==> src/rtl/mips_pipe_pkg.sv <==
// Shared MIPS pipeline definitions: control-bundle bit positions and NOP/zero constants.
package mips_pipe_pkg;

  localparam int CTRL_W = 10;

  localparam int REG_WRITE  = 0;
  localparam int MEM_READ   = 1;
  localparam int MEM_WRITE  = 2;
  localparam int MEM_TO_REG = 3;
  localparam int ALU_SRC    = 4;
  localparam int REG_DST    = 5;
  localparam int ALU_OP_LSB = 6;
  localparam int ALU_OP_MSB = 9;

  localparam logic [CTRL_W-1:0] CTRL_NOP = '0;

  localparam int REG_ZERO = 0;

endpackage

==> src/rtl/id_ex_stage_hazard_detect.sv <==
// Load-use comparator: a load in flight whose destination matches either source of the next instruction.
module hazard_detect
  import mips_pipe_pkg::*;
#(
  parameter int REG_AW = 5
) (
  input  logic              memRead,
  input  logic [REG_AW-1:0] destReg,
  input  logic [REG_AW-1:0] srcA,
  input  logic [REG_AW-1:0] srcB,
  output logic              hazard
);

  // Loads into $zero are discarded, so they never create a dependency.
  assign hazard = memRead
                  && (destReg != REG_AW'(REG_ZERO))
                  && ((destReg == srcA) || (destReg == srcB));

endmodule

==> src/rtl/id_ex_stage.sv <==
// ID/EX pipeline register with load-use bubble insertion, flush and hold.
// Define WB_BYPASS_EN to compile in the WB-to-ID write-through bypass of the operands.
module id_ex_stage #(
  parameter int DATA_W = 32,
  parameter int REG_AW = 5,
  parameter int CTRL_W = mips_pipe_pkg::CTRL_W
) (
  input  logic              clk,
  input  logic              reset,
  input  logic [REG_AW-1:0] id_rs,
  input  logic [REG_AW-1:0] id_rt,
  input  logic [REG_AW-1:0] id_rd,
  input  logic [15:0]       id_imm,
  input  logic              id_zext,
  input  logic [CTRL_W-1:0] id_ctrl,
  input  logic [DATA_W-1:0] id_pc4,
  input  logic [DATA_W-1:0] rf_data1,
  input  logic [DATA_W-1:0] rf_data2,
  input  logic              wb_reg_write,
  input  logic [REG_AW-1:0] wb_write_reg,
  input  logic [DATA_W-1:0] wb_write_data,
  input  logic              flush,
  input  logic              ext_stall,
  output logic              hazard_stall,
  output logic [CTRL_W-1:0] ex_ctrl,
  output logic [DATA_W-1:0] ex_data1,
  output logic [DATA_W-1:0] ex_data2,
  output logic [DATA_W-1:0] ex_imm,
  output logic [REG_AW-1:0] ex_rs,
  output logic [REG_AW-1:0] ex_rt,
  output logic [REG_AW-1:0] ex_rd,
  output logic [DATA_W-1:0] ex_pc4
);

  import mips_pipe_pkg::*;

  logic              loadUse;
  logic [DATA_W-1:0] operand1;
  logic [DATA_W-1:0] operand2;
  logic [DATA_W-1:0] extImm;

  hazard_detect #(.REG_AW(REG_AW)) uHazard (
    .memRead (ex_ctrl[MEM_READ]),
    .destReg (ex_rt),
    .srcA    (id_rs),
    .srcB    (id_rt),
    .hazard  (loadUse)
  );

  assign hazard_stall = !reset && loadUse;

`ifdef WB_BYPASS_EN
  logic bypass1;
  logic bypass2;

  // Register file writes on the same edge we sample, so forward the WB value directly.
  assign bypass1  = wb_reg_write && (wb_write_reg != REG_AW'(REG_ZERO)) && (wb_write_reg == id_rs);
  assign bypass2  = wb_reg_write && (wb_write_reg != REG_AW'(REG_ZERO)) && (wb_write_reg == id_rt);
  assign operand1 = bypass1 ? wb_write_data : rf_data1;
  assign operand2 = bypass2 ? wb_write_data : rf_data2;
`else
  logic unusedWb;

  assign unusedWb = ^{wb_reg_write, wb_write_reg, wb_write_data};
  assign operand1 = rf_data1;
  assign operand2 = rf_data2;
`endif

  assign extImm = {{(DATA_W-16){id_imm[15] & ~id_zext}}, id_imm};

  // Flush and bubble both load the data fields; only the cleared control matters.
  always_ff @(posedge clk) begin
    if (reset) begin
      ex_ctrl  <= '0;
      ex_data1 <= '0;
      ex_data2 <= '0;
      ex_imm   <= '0;
      ex_rs    <= '0;
      ex_rt    <= '0;
      ex_rd    <= '0;
      ex_pc4   <= '0;
    end else if (flush || !ext_stall) begin
      ex_ctrl  <= (flush || hazard_stall) ? CTRL_W'(CTRL_NOP) : id_ctrl;
      ex_data1 <= operand1;
      ex_data2 <= operand2;
      ex_imm   <= extImm;
      ex_rs    <= id_rs;
      ex_rt    <= id_rt;
      ex_rd    <= id_rd;
      ex_pc4   <= id_pc4;
    end
  end

endmodule

==> config.mk <==
export PLATFORM = sky130hd
export DESIGN_NAME = id_ex_stage
export DESIGN_NICKNAME = d
export VERILOG_FILES = /design/src/rtl/mips_pipe_pkg.sv /design/src/rtl/id_ex_stage_hazard_detect.sv /design/src/rtl/id_ex_stage.sv
export SDC_FILE = /design/constraint.sdc
export NUM_CORES = 1
export LEC_CHECK = 0
export BUFFER_PORTS_ARGS = -buffer_cell sky130_fd_sc_hd__buf_2
export CORE_AREA = 2 2 128 130
export CTS_BUF_LIST = sky130_fd_sc_hd__clkbuf_16
export CTS_CLUSTER_SIZE = 16
export DETAILED_ROUTE_END_ITERATION = 8
export DIE_AREA = 0 0 130 132
export PLACE_DENSITY = 0.62
export SLEW_MARGIN = 25
export SYNTH_ARGS = -nofsm -noshare
export SYNTH_HDL_FRONTEND = slang
export SYNTH_SLANG_ARGS = --single-unit
==> constraint.sdc <==
create_clock -name clk -period 3.8 [get_ports clk]
set_input_delay 0.19 -clock clk [delete_from_list [all_inputs] [get_ports clk]]
set_output_delay 0.19 -clock clk [all_outputs]
set_load 0.02 [all_outputs]
==> results of run 1 <==
-- worst min-delay path by stage --
| stage | depth (start not counted) | slack [ps] | endpoint | from |
|---|---|---|---|---|
| 2_1_floorplan | 1 | 320 | ex_ctrl[0]$_SDFFE_PP0P_ | id_ctrl[0] |
| 3_3_place_gp | 2 | 400 | ex_ctrl[2]$_SDFFE_PP0P_ | id_ctrl[2] |
| 3_5_place_dp | 2 | 400 | ex_ctrl[6]$_SDFFE_PP0P_ | id_ctrl[6] |
| 4_1_cts | 3 | 0.02 | ex_data2[12]$_SDFFE_PP0P_ | rf_data2[12] |
| 5_1_grt | 3 | 10 | ex_pc4[0]$_SDFFE_PP0P_ | id_pc4[0] |
| 6_report | 3 | 20 | ex_data1[21]$_SDFFE_PP0P_ | rf_data1[21] |
-- cell type report --
class	count	share of cell area, %
clock buffer	17	5.36
multi-input combinational	417	23.8
timing repair buffer	387	30.1
clock inverter	15	2.51
tap	216	3.41
sequential	138	34.8
-- worst max-delay path, stage by stage, from the launching register on --
cell and delay [ps]:
dfxtp_1 350, or4_1 540, nor2_1 130, nor3b_1 100, a2111oi_4 690, a22o_1 220
-- flip-flops by register name, indices dropped and copies added, names as in the netlist --
signal,flops
ex_data2,32
ex_pc4,32
ex_rd,5
ex_rt,5
ex_imm,17
ex_ctrl,10
ex_rs,5
ex_data1,32
-- cell usage in the layout (no fill, tap or decap), drive strengths merged --
master,instances
a2111oi,1
a21oi,128
a22o,10
and2,1
buf,300
bufinv,4
clkbuf,17
clkinv,5
clkinvlp,2
dfxtp,138
dlygate4sd3,87
inv,4
nand2,257
nand2b,1
nand3,2
nand3b,1
nor2,2
nor2b,1
nor3b,1
o22ai,1
or4,1
xnor2,10
-- cell families (layout without fill, tap and decap cells) --
kind of cell,count (synthesis),in the layout,synth area share (%)
buffers and inverters,59,419,5.75
and+or+nand+nor,267,267,20.8
AOI/OAI and AO/OA,140,140,15.5
DFF,138,138,56.2
xor gates and xnor gates,10,10,1.78
-- stage by stage --
step | total power [mW] | instance area (um2) | std cells
floorplan | 1.89 | 4920 | 614
global placement | 2.09 | 6440 | 1071
detailed placement | 2.10 | 6440 | 1071
CTS | 3.93 | 7930 | 1190
global route | 4.05 | 7930 | 1190
finish | 3.89 | 7930 | 1190
-- routing by layer --
layer	global-route usage (%)	part of all wire [%]
met1	19.3	41
met2	30.1	48
met3	6.33	8.4
met4	8.66	2.4
met5	0	0
-- cells in the mapped netlist --
cell type,instances
a2111oi_4,1
a21oi_1,128
a22o_1,10
and2_1,1
buf_1,3
buf_2,1
buf_4,16
clkbuf_1,39
dfxtp_1,138
nand2_1,257
nand2b_1,1
nand3_1,2
nand3b_1,1
nor2_1,2
nor2b_1,1
nor3b_1,1
o22ai_1,1
or4_1,1
xnor2_1,10
-- power breakdown --
part           switching (mW)  internal [mW]
combinational           0.317          0.237
clock                   0.652           1.10
sequential             0.0449           1.54
==> flow_summary.json, run 1 <==
{
  "p_leak_nw": 3.91,
  "clk_latency_ps": 410,
  "ys_ff_latch": 138,
  "antenna_found_initial": 0,
  "status": "finished clean",
  "rrSetupSlack_ps": 1710,
  "maxSlewViolCount": 0,
  "power_density_nw_per_um2": 490,
  "num_vias": 5243,
  "clockBufferDepth": 2,
  "h-tree-depth": 4,
  "rsz0062_at_grt": "no",
  "layout_setup_ws_ps": 1710,
  "slew-limit-headroom_pct": 45.4,
  "numPortBuffers": 295,
  "antennaDiodeCount": 0,
  "maxCapViolations": 0,
  "antenna_left": 0,
  "r2r_start": "ex_rt[0]$_SDFFE_PP0P_",
  "r2r.worst_path.cells": 5,
  "viasPerCell": 4.41,
  "drt_iter0_markers": 163,
  "cts_made_buffers": 17,
  "synth.area.top_cells": "dfxtp_1 (56%), nand2_1 (20%), a21oi_1 (13%)",
  "critPathMaxFanout": 10,
  "area_growth_syn_to_layout_pct": 61.3,
  "final_core_util_pct": 50.5,
  "syn_area_um2": 4920,
  "dpl_worst_slack_ps": 1710,
  "syn_inst": 614,
  "coreArea_um2": 15700,
  "hp-class": "input pin to flop",
  "cts_setup_buffers": 0,
  "cts.clk_slew.worst_paths_ps": 60,
  "worstSetupStartpoint": "ex_rt[0]$_SDFFE_PP0P_",
  "dp_hpwl_mm": 9.91,
  "seq_area_um2": 2760,
  "cts_tree": "built",
  "wl_mm": 15.9,
  "gp_congestion": 0.761,
  "grt_pass1_vias": 5022,
  "fmax_ghz": 0.478,
  "cp-end-kind": "flop",
  "finalHoldViolCount": 0,
  "syn_avg_cell_area_um2": 8.01,
  "ys_seq_area_share_pct": 56.2,
  "synth_fp_nets": 794,
  "drc": 0,
  "drive_above_1_share_pct": 34.1,
  "path_class": "flop to flop",
  "cts-root-buf": "clkbuf_16",
  "yosys.area.top_type": "dfxtp_1",
  "cp.required_ps": 4160,
  "synth.distinct_cells": 19,
  "critPathLaunchType": "flop",
  "gr-usage-all-layers_pct": 17.7,
  "setup_tns_ps": 0,
  "dieArea_um2": 17200,
  "gr-total-overflow": 0,
  "layout.nets": 1141,
  "fin_skew_ps": 1.26,
  "wire_per_inst_um": 13.4,
  "die_h_um": 132,
  "setup_violations": 0,
  "period_share_pct": 55.0,
  "die_w_um": 130,
  "ir_worst_vdd_mv": 0.269,
  "finalCriticalPeriod_ps": 2090,
  "multi_input_area_um2": 1890,
  "worst_slew_pin_slew_ps": 818,
  "cts.sinks": 138,
  "cts_resized": 0,
  "initial_core_util_pct": 31.3,
  "arrival_ps": 2450,
  "grt_max_degree": 77,
  "whs_ps": 20.7,
  "grt_pass1_wl_mm": 24.3,
  "rows": 46,
  "crit_path_end": "ex_ctrl[5]$_SDFFE_PP0P_",
  "synth_top_area_share_pct": 56.2,
  "r2r_end": "ex_ctrl[5]$_SDFFE_PP0P_",
  "num-fill-cells": 1535,
  "yosys_warnings": 0,
  "cts_hold_buf": 87,
  "io_pins": 334,
  "dr.pass1.iters": 4
}
(Power assumes the default switching activity.)
==> run 2, diff against run 1 <==
--- a/config.mk
+++ b/config.mk
@@ -6,12 +6,12 @@
 export NUM_CORES = 1
 export LEC_CHECK = 0
 export BUFFER_PORTS_ARGS = -buffer_cell sky130_fd_sc_hd__buf_2
-export CORE_AREA = 2 2 128 130
+export CORE_AREA = 2 2 129 131
 export CTS_BUF_LIST = sky130_fd_sc_hd__clkbuf_16
 export CTS_CLUSTER_SIZE = 16
 export DETAILED_ROUTE_END_ITERATION = 8
-export DIE_AREA = 0 0 130 132
-export PLACE_DENSITY = 0.62
+export DIE_AREA = 0 0 131 133
+export PLACE_DENSITY = 0.64
 export SLEW_MARGIN = 25
 export SYNTH_ARGS = -nofsm -noshare
 export SYNTH_HDL_FRONTEND = slang
==> constraint.sdc (replaced) <==
create_clock -name clk -period 1.8 [get_ports clk]
set_input_delay 0.09 -clock clk [delete_from_list [all_inputs] [get_ports clk]]
set_output_delay 0.09 -clock clk [all_outputs]
set_load 0.02 [all_outputs]
==> run 2 against run 1 <==
The run now ends with negative setup slack left. First-iteration DRC count grew 50%. Final cell count grew 5.0%. Largest power group unchanged. Setup slack lost 1700 ps. Total power grew 110%. Utilization grew 2.4 points.
==> flow_summary.json, run 2 (synthesis results as in run 1) <==
{
  "h-tree-depth": 4,
  "mostFrequentLayoutCell": "buf_2",
  "antenna_found_initial": 0,
  "critPathLaunchType": "flop",
  "p_leak_nw": 4.16,
  "slew-limit-headroom_pct": 51.5,
  "numPortBuffers": 295,
  "finalCriticalPeriod_ps": 1810,
  "rows": 47,
  "clockBufferDepth": 2,
  "initial_core_util_pct": 30.4,
  "cts-root-buf": "clkbuf_16",
  "layout_setup_ws_ps": -13.8,
  "worstSetupStartpoint": "ex_rt[1]$_SDFFE_PP0P_",
  "cts.clk_slew.worst_paths_ps": 60,
  "maxSlewViolCount": 0,
  "r2r.worst_path.cells": 6,
  "io_pins": 334,
  "clk_latency_ps": 420,
  "cts_tree": "built",
  "finalHoldViolCount": 0,
  "dpl.cell_count": 1078,
  "power_density_nw_per_um2": 958,
  "critPathSlowestCell": "or4_4",
  "area_growth_syn_to_layout_pct": 73.9,
  "grt_pass1_vias": 5376,
  "cts.sinks": 138,
  "period_share_pct": 101,
  "critPathMaxFanout": 2,
  "rrSetupSlack_ps": 90,
  "ir_worst_vdd_mv": 0.583,
  "hold_depth": 4,
  "grt_pass1_wl_mm": 25.2,
  "cp-end-kind": "output pin",
  "antenna_left": 0,
  "drive_above_1_share_pct": 33.4,
  "die_h_um": 133,
  "antennaDiodeCount": 0,
  "worst_slew_pin_slew_ps": 728,
  "gr-usage-all-layers_pct": 18.2,
  "num_vias": 5516,
  "failed_checks": "negative setup slack",
  "fin_skew_ps": 7.92,
  "gp_congestion": 0.766,
  "drc": 0,
  "grt_max_degree": 72,
  "dieArea_um2": 17400,
  "status": "finished, violations left",
  "arrival_ps": 1720,
  "finalPower_mw": 8.19,
  "final_cells": 1249,
  "cts_made_buffers": 17,
  "gr-total-overflow": 0,
  "r2r_start": "ex_rt[1]$_SDFFE_PP0P_",
  "fmax_ghz": 0.551,
  "cp.required_ps": 1710,
  "rsz0062_at_grt": "yes",
  "viasPerCell": 4.42,
  "cp_cell_sequence": "or4_4, nor2_4, nor3b_4, and2_4, buf_6",
  "dr.pass1.iters": 4,
  "setup_tns_ps": -13.8,
  "hp-class": "input pin to flop",
  "die_w_um": 131,
  "dp_hpwl_mm": 9.50,
  "drt_iter0_markers": 245,
  "layout.nets": 1196,
  "coreArea_um2": 16200,
  "slowest_delay_ps": 520,
  "maxCapViolations": 0,
  "wire_per_inst_um": 13.2,
  "wl_mm": 16.5,
  "setup_violations": 1,
  "largest_registers": "ex_data1 x32, ex_data2 x32, ex_pc4 x32",
  "min_from": "reset",
  "final_cell_mix": "buf_2 (293), nand2_1 (257), dlygate4sd3_1 (138)",
  "path_class": "flop to output pin"
}
==> run 2: cell types whose count changed in the layout (fill, tap and decap cells not counted), moves of 2 or more <==
cell	before	now
dfxtp_4	0	2
dfxtp_1	138	136
buf_12	0	4
clkinv_1	2	0
dlygate4sd3_1	87	138
clkinvlp_4	2	5
buf_6	0	2
clkinv_4	3	0
==> run 2: power breakdown <==
part / leakage, nW / internal (mW) / total [mW] / switching (mW)
sequential: 1.14 / 3.24 / 3.33 / 0.0937
combinational: 2.73 / 0.596 / 1.30 / 0.706
clock: 0.285 / 2.18 / 3.56 / 1.38
==> run 2: worst paths after layout <==
kind,end
max,hazard_stall
min,ex_ctrl[8]$_SDFFE_PP0P_
max reg2reg,ex_ctrl[1]$_SDFFE_PP0P_
min reg2reg,ex_data2[13]$_SDFFE_PP0P_
==> run 2: metrics by stage <==
stage               util (%)  area, um2  setup WS (ps)  hold slack [ps]
floorplan                  -       4920           31.8              216
global placement        40.3       6520           73.1              303
detailed placement      40.3       6520           27.1              306
CTS                     52.9       8550          -63.5              246
global route            52.9       8550          -89.7              216
finish                  52.9       8550          -13.8              229
==> run 2: repair_timing <==
action | CTS | global route
hold buffers | 138 | 0
endpoints found under the setup margin | 1 | 11
pin swaps | 2 | 2
resized for setup | 11 | 1
endpoints found under the hold margin | 138 | 0
buffers inserted | 1 | 0
==> run 2: routing by layer <==
layer	wire (um)	track usage [%]
met5	0	0
met3	1280	6.07
met1	6560	19.4
met4	516	9.28
met2	8170	31.5
==> run 2: layout make-up <==
| cell class | instances | area (um2) |
|---|---|---|
| clock buffer | 17 | 425 |
| clock inverter | 15 | 175 |
| fill | 1449 | 7620 |
| multi-input combinational | 417 | 1920 |
| sequential | 138 | 2770 |
| tap | 220 | 275 |
| timing repair buffer | 442 | 2990 |
==> run 2: worst max-delay path: cells and delay by family (launching register included) <==
family                 cells  cell delay (ps)
buffers and inverters      1              120
DFF                        1              340
and+or+nand+nor            4              850
==> run 3, diff against run 2 <==
--- a/config.mk
+++ b/config.mk
@@ -12,6 +12,7 @@
 export DETAILED_ROUTE_END_ITERATION = 8
 export DIE_AREA = 0 0 131 133
 export PLACE_DENSITY = 0.64
+export RECOVER_POWER = 25
 export SLEW_MARGIN = 25
 export SYNTH_ARGS = -nofsm -noshare
 export SYNTH_HDL_FRONTEND = slang
==> constraint.sdc (replaced) <==
create_clock -name clk -period 1.8 [get_ports clk]
set_input_delay 0.09 -clock clk [delete_from_list [all_inputs] [get_ports clk]]
set_output_delay 0.09 -clock clk [all_outputs]
set_load 0.1 [all_outputs]
==> run 3 against run 2 <==
The run still ends with negative setup slack left. Wire length grew 2.7%. Global-route usage grew 0.66 points. Final cell count grew 0.32%. Clock-buffer cell count is the same. Clock skew shrank 4.3 ps. Register-to-register slack lost 150 ps. Die area is the same. Critical path depth is the same. Largest cell class unchanged.
==> flow_summary.json, run 3 (synthesis results as in run 1) <==
{
  "status": "finished, violations left",
  "failed_checks": "negative setup slack",
  "met3_usage_pct": 7.20,
  "min_from": "flush",
  "grt_pass1_vias": 5514,
  "grt_max_degree": 69,
  "final_cell_mix": "buf_2 (287), nand2_1 (257), dlygate4sd3_1 (142)",
  "worst-path-buf-inv": 1,
  "cp_cell_sequence": "or4_4, nor2_4, nor3b_4, and2_4, buf_12",
  "area_growth_syn_to_layout_pct": 74.3,
  "die_h_um": 133,
  "hp-class": "input pin to flop",
  "die_w_um": 131,
  "cts_made_buffers": 17,
  "drc": 0,
  "gr-usage-all-layers_pct": 18.8,
  "arrival_ps": 1800,
  "gr-total-overflow": 0,
  "drt_iter0_markers": 340,
  "dpl_worst_slack_ps": 30.8,
  "setup_violations": 11,
  "final_design_area_no_fill_um2": 8570,
  "finalPower_mw": 9.18,
  "p_leak_nw": 4.16,
  "wl_mm": 17.0,
  "wire_per_inst_um": 13.5,
  "clk_latency_ps": 420,
  "num_vias": 5655,
  "maxCapViolations": 0,
  "cpLargestDelayFamily": "simple AND/OR/NAND/NOR gates",
  "hold_depth": 4,
  "r2r_end": "ex_ctrl[2]$_SDFFE_PP0P_",
  "initial_core_util_pct": 30.4,
  "slowest_delay_ps": 540,
  "rrSetupSlack_ps": -60,
  "antenna_found_initial": 0,
  "worst_slew_pin_slew_ps": 740,
  "cts.sinks": 138,
  "drive_above_1_share_pct": 33.1,
  "grt-busiest-layer": "met2",
  "r2r_start": "ex_rt[2]$_SDFFE_PP0P_",
  "period_share_pct": 105,
  "largest_registers": "ex_data1 x32, ex_data2 x32, ex_pc4 x32",
  "maxSlewViolCount": 0,
  "dieArea_um2": 17400,
  "slew-limit-headroom_pct": 50.7,
  "rsz0062_at_grt": "yes",
  "cts_tree": "built",
  "io_pins": 334,
  "final_cells": 1253,
  "dp_hpwl_mm": 9.86,
  "finalHoldViolCount": 0,
  "final_core_util_pct": 53.0,
  "r2r.worst_path.cells": 7,
  "fin_skew_ps": 3.59,
  "rows": 47,
  "mostFrequentLayoutCell": "buf_2",
  "antenna_left": 0,
  "num-fill-cells": 1450,
  "cp-end-kind": "output pin",
  "min_to": "ex_rt[4]$_SDFFE_PP0P_",
  "viasPerCell": 4.51,
  "h-tree-depth": 4,
  "coreArea_um2": 16200,
  "placed_area_um2": 6540,
  "cts.clk_slew.worst_paths_ps": 60,
  "fmax_ghz": 0.530,
  "layout_setup_ws_ps": -86.4,
  "clockBufferDepth": 2,
  "antennaDiodeCount": 0,
  "layout.nets": 1200,
  "critPathLaunchType": "flop",
  "finalCriticalPeriod_ps": 1890,
  "ir_worst_vdd_mv": 0.599,
  "gp_congestion": 0.753,
  "setup_tns_ps": -562,
  "grt_pass1_wl_mm": 26.0,
  "met2_usage_pct": 31.8,
  "path_class": "flop to output pin",
  "cp.depth": 5,
  "dpl.cell_count": 1077,
  "whs_ps": 182,
  "critPathSlowestCell": "or4_4",
  "cp.required_ps": 1710,
  "numPortBuffers": 295,
  "power_density_nw_per_um2": 1070,
  "cts-root-buf": "clkbuf_16",
  "critPathMaxFanout": 4,
  "dr.pass1.iters": 4,
  "met1_usage_pct": 20.5
}
## run 3: changes by cell type in the layout (fill, tap and decap cells not counted), moves of 2 or more
cell and delta:
buf_2 -6, inv_6 -3, clkbuf_4 +5, dfxtp_1 -4, dfxtp_2 +3, clkinv_1 +5, clkinvlp_4 -3, clkinv_4 +2
dlygate4sd3_1 +4
## run 3: repair_timing
action | in CTS | in global routing
setup buffers | 2 | 0
pin swaps | 9 | 1
hold buffers | 142 | 0
hold endpoints to repair | 138 | 0
endpoints found under the setup margin | 1 | 27
gates resized for setup | 7 | 7
## run 3: worst max path at each step
stage	startpoint	end	slack, ps
floorplan	ex_rt[3]$_SDFFE_PP0P_	hazard_stall	-80
global placement	ex_rt[0]$_SDFFE_PP0P_	ex_ctrl[7]$_SDFFE_PP0P_	70
detailed placement	ex_rt[0]$_SDFFE_PP0P_	ex_ctrl[2]$_SDFFE_PP0P_	30
CTS	ex_rt[2]$_SDFFE_PP0P_	hazard_stall	-130
global route	ex_rt[2]$_SDFFE_PP0P_	hazard_stall	-150
finish	ex_rt[2]$_SDFFE_PP0P_	hazard_stall	-90
## run 3: worst min-delay path, cell delays in order
cell and delay, ps:
buf_2 130, nand2b_4 200, nand2_1 80, a21oi_1 50
## run 3: metal layers
| layer | wire length [um] | up-vias |
|---|---|---|
| li1 | - | 2790 |
| met1 | 7000 | 2550 |
| met2 | 8010 | 257 |
| met3 | 1320 | 58 |
| met4 | 632 | 0 |
| met5 | 0 | - |
## run 3: cell type report
cell class              count  area (um2)  share of cell area [%]
clock inverters            15         134                    1.56
clock buffers              17         425                    4.96
multi-input cells         417        1910                    22.3
repair buffers            446        3050                    35.6
well taps                 220         275                    3.21
flip-flops and latches    138        2780                    32.4
## run 3: report_power, final
group	total (mW)	switching (mW)	internal [mW]
Clock	3.34	1.33	2.01
Combinational	2.50	1.90	0.600
Sequential	3.34	0.0980	3.24
Total	9.18	3.33	5.85
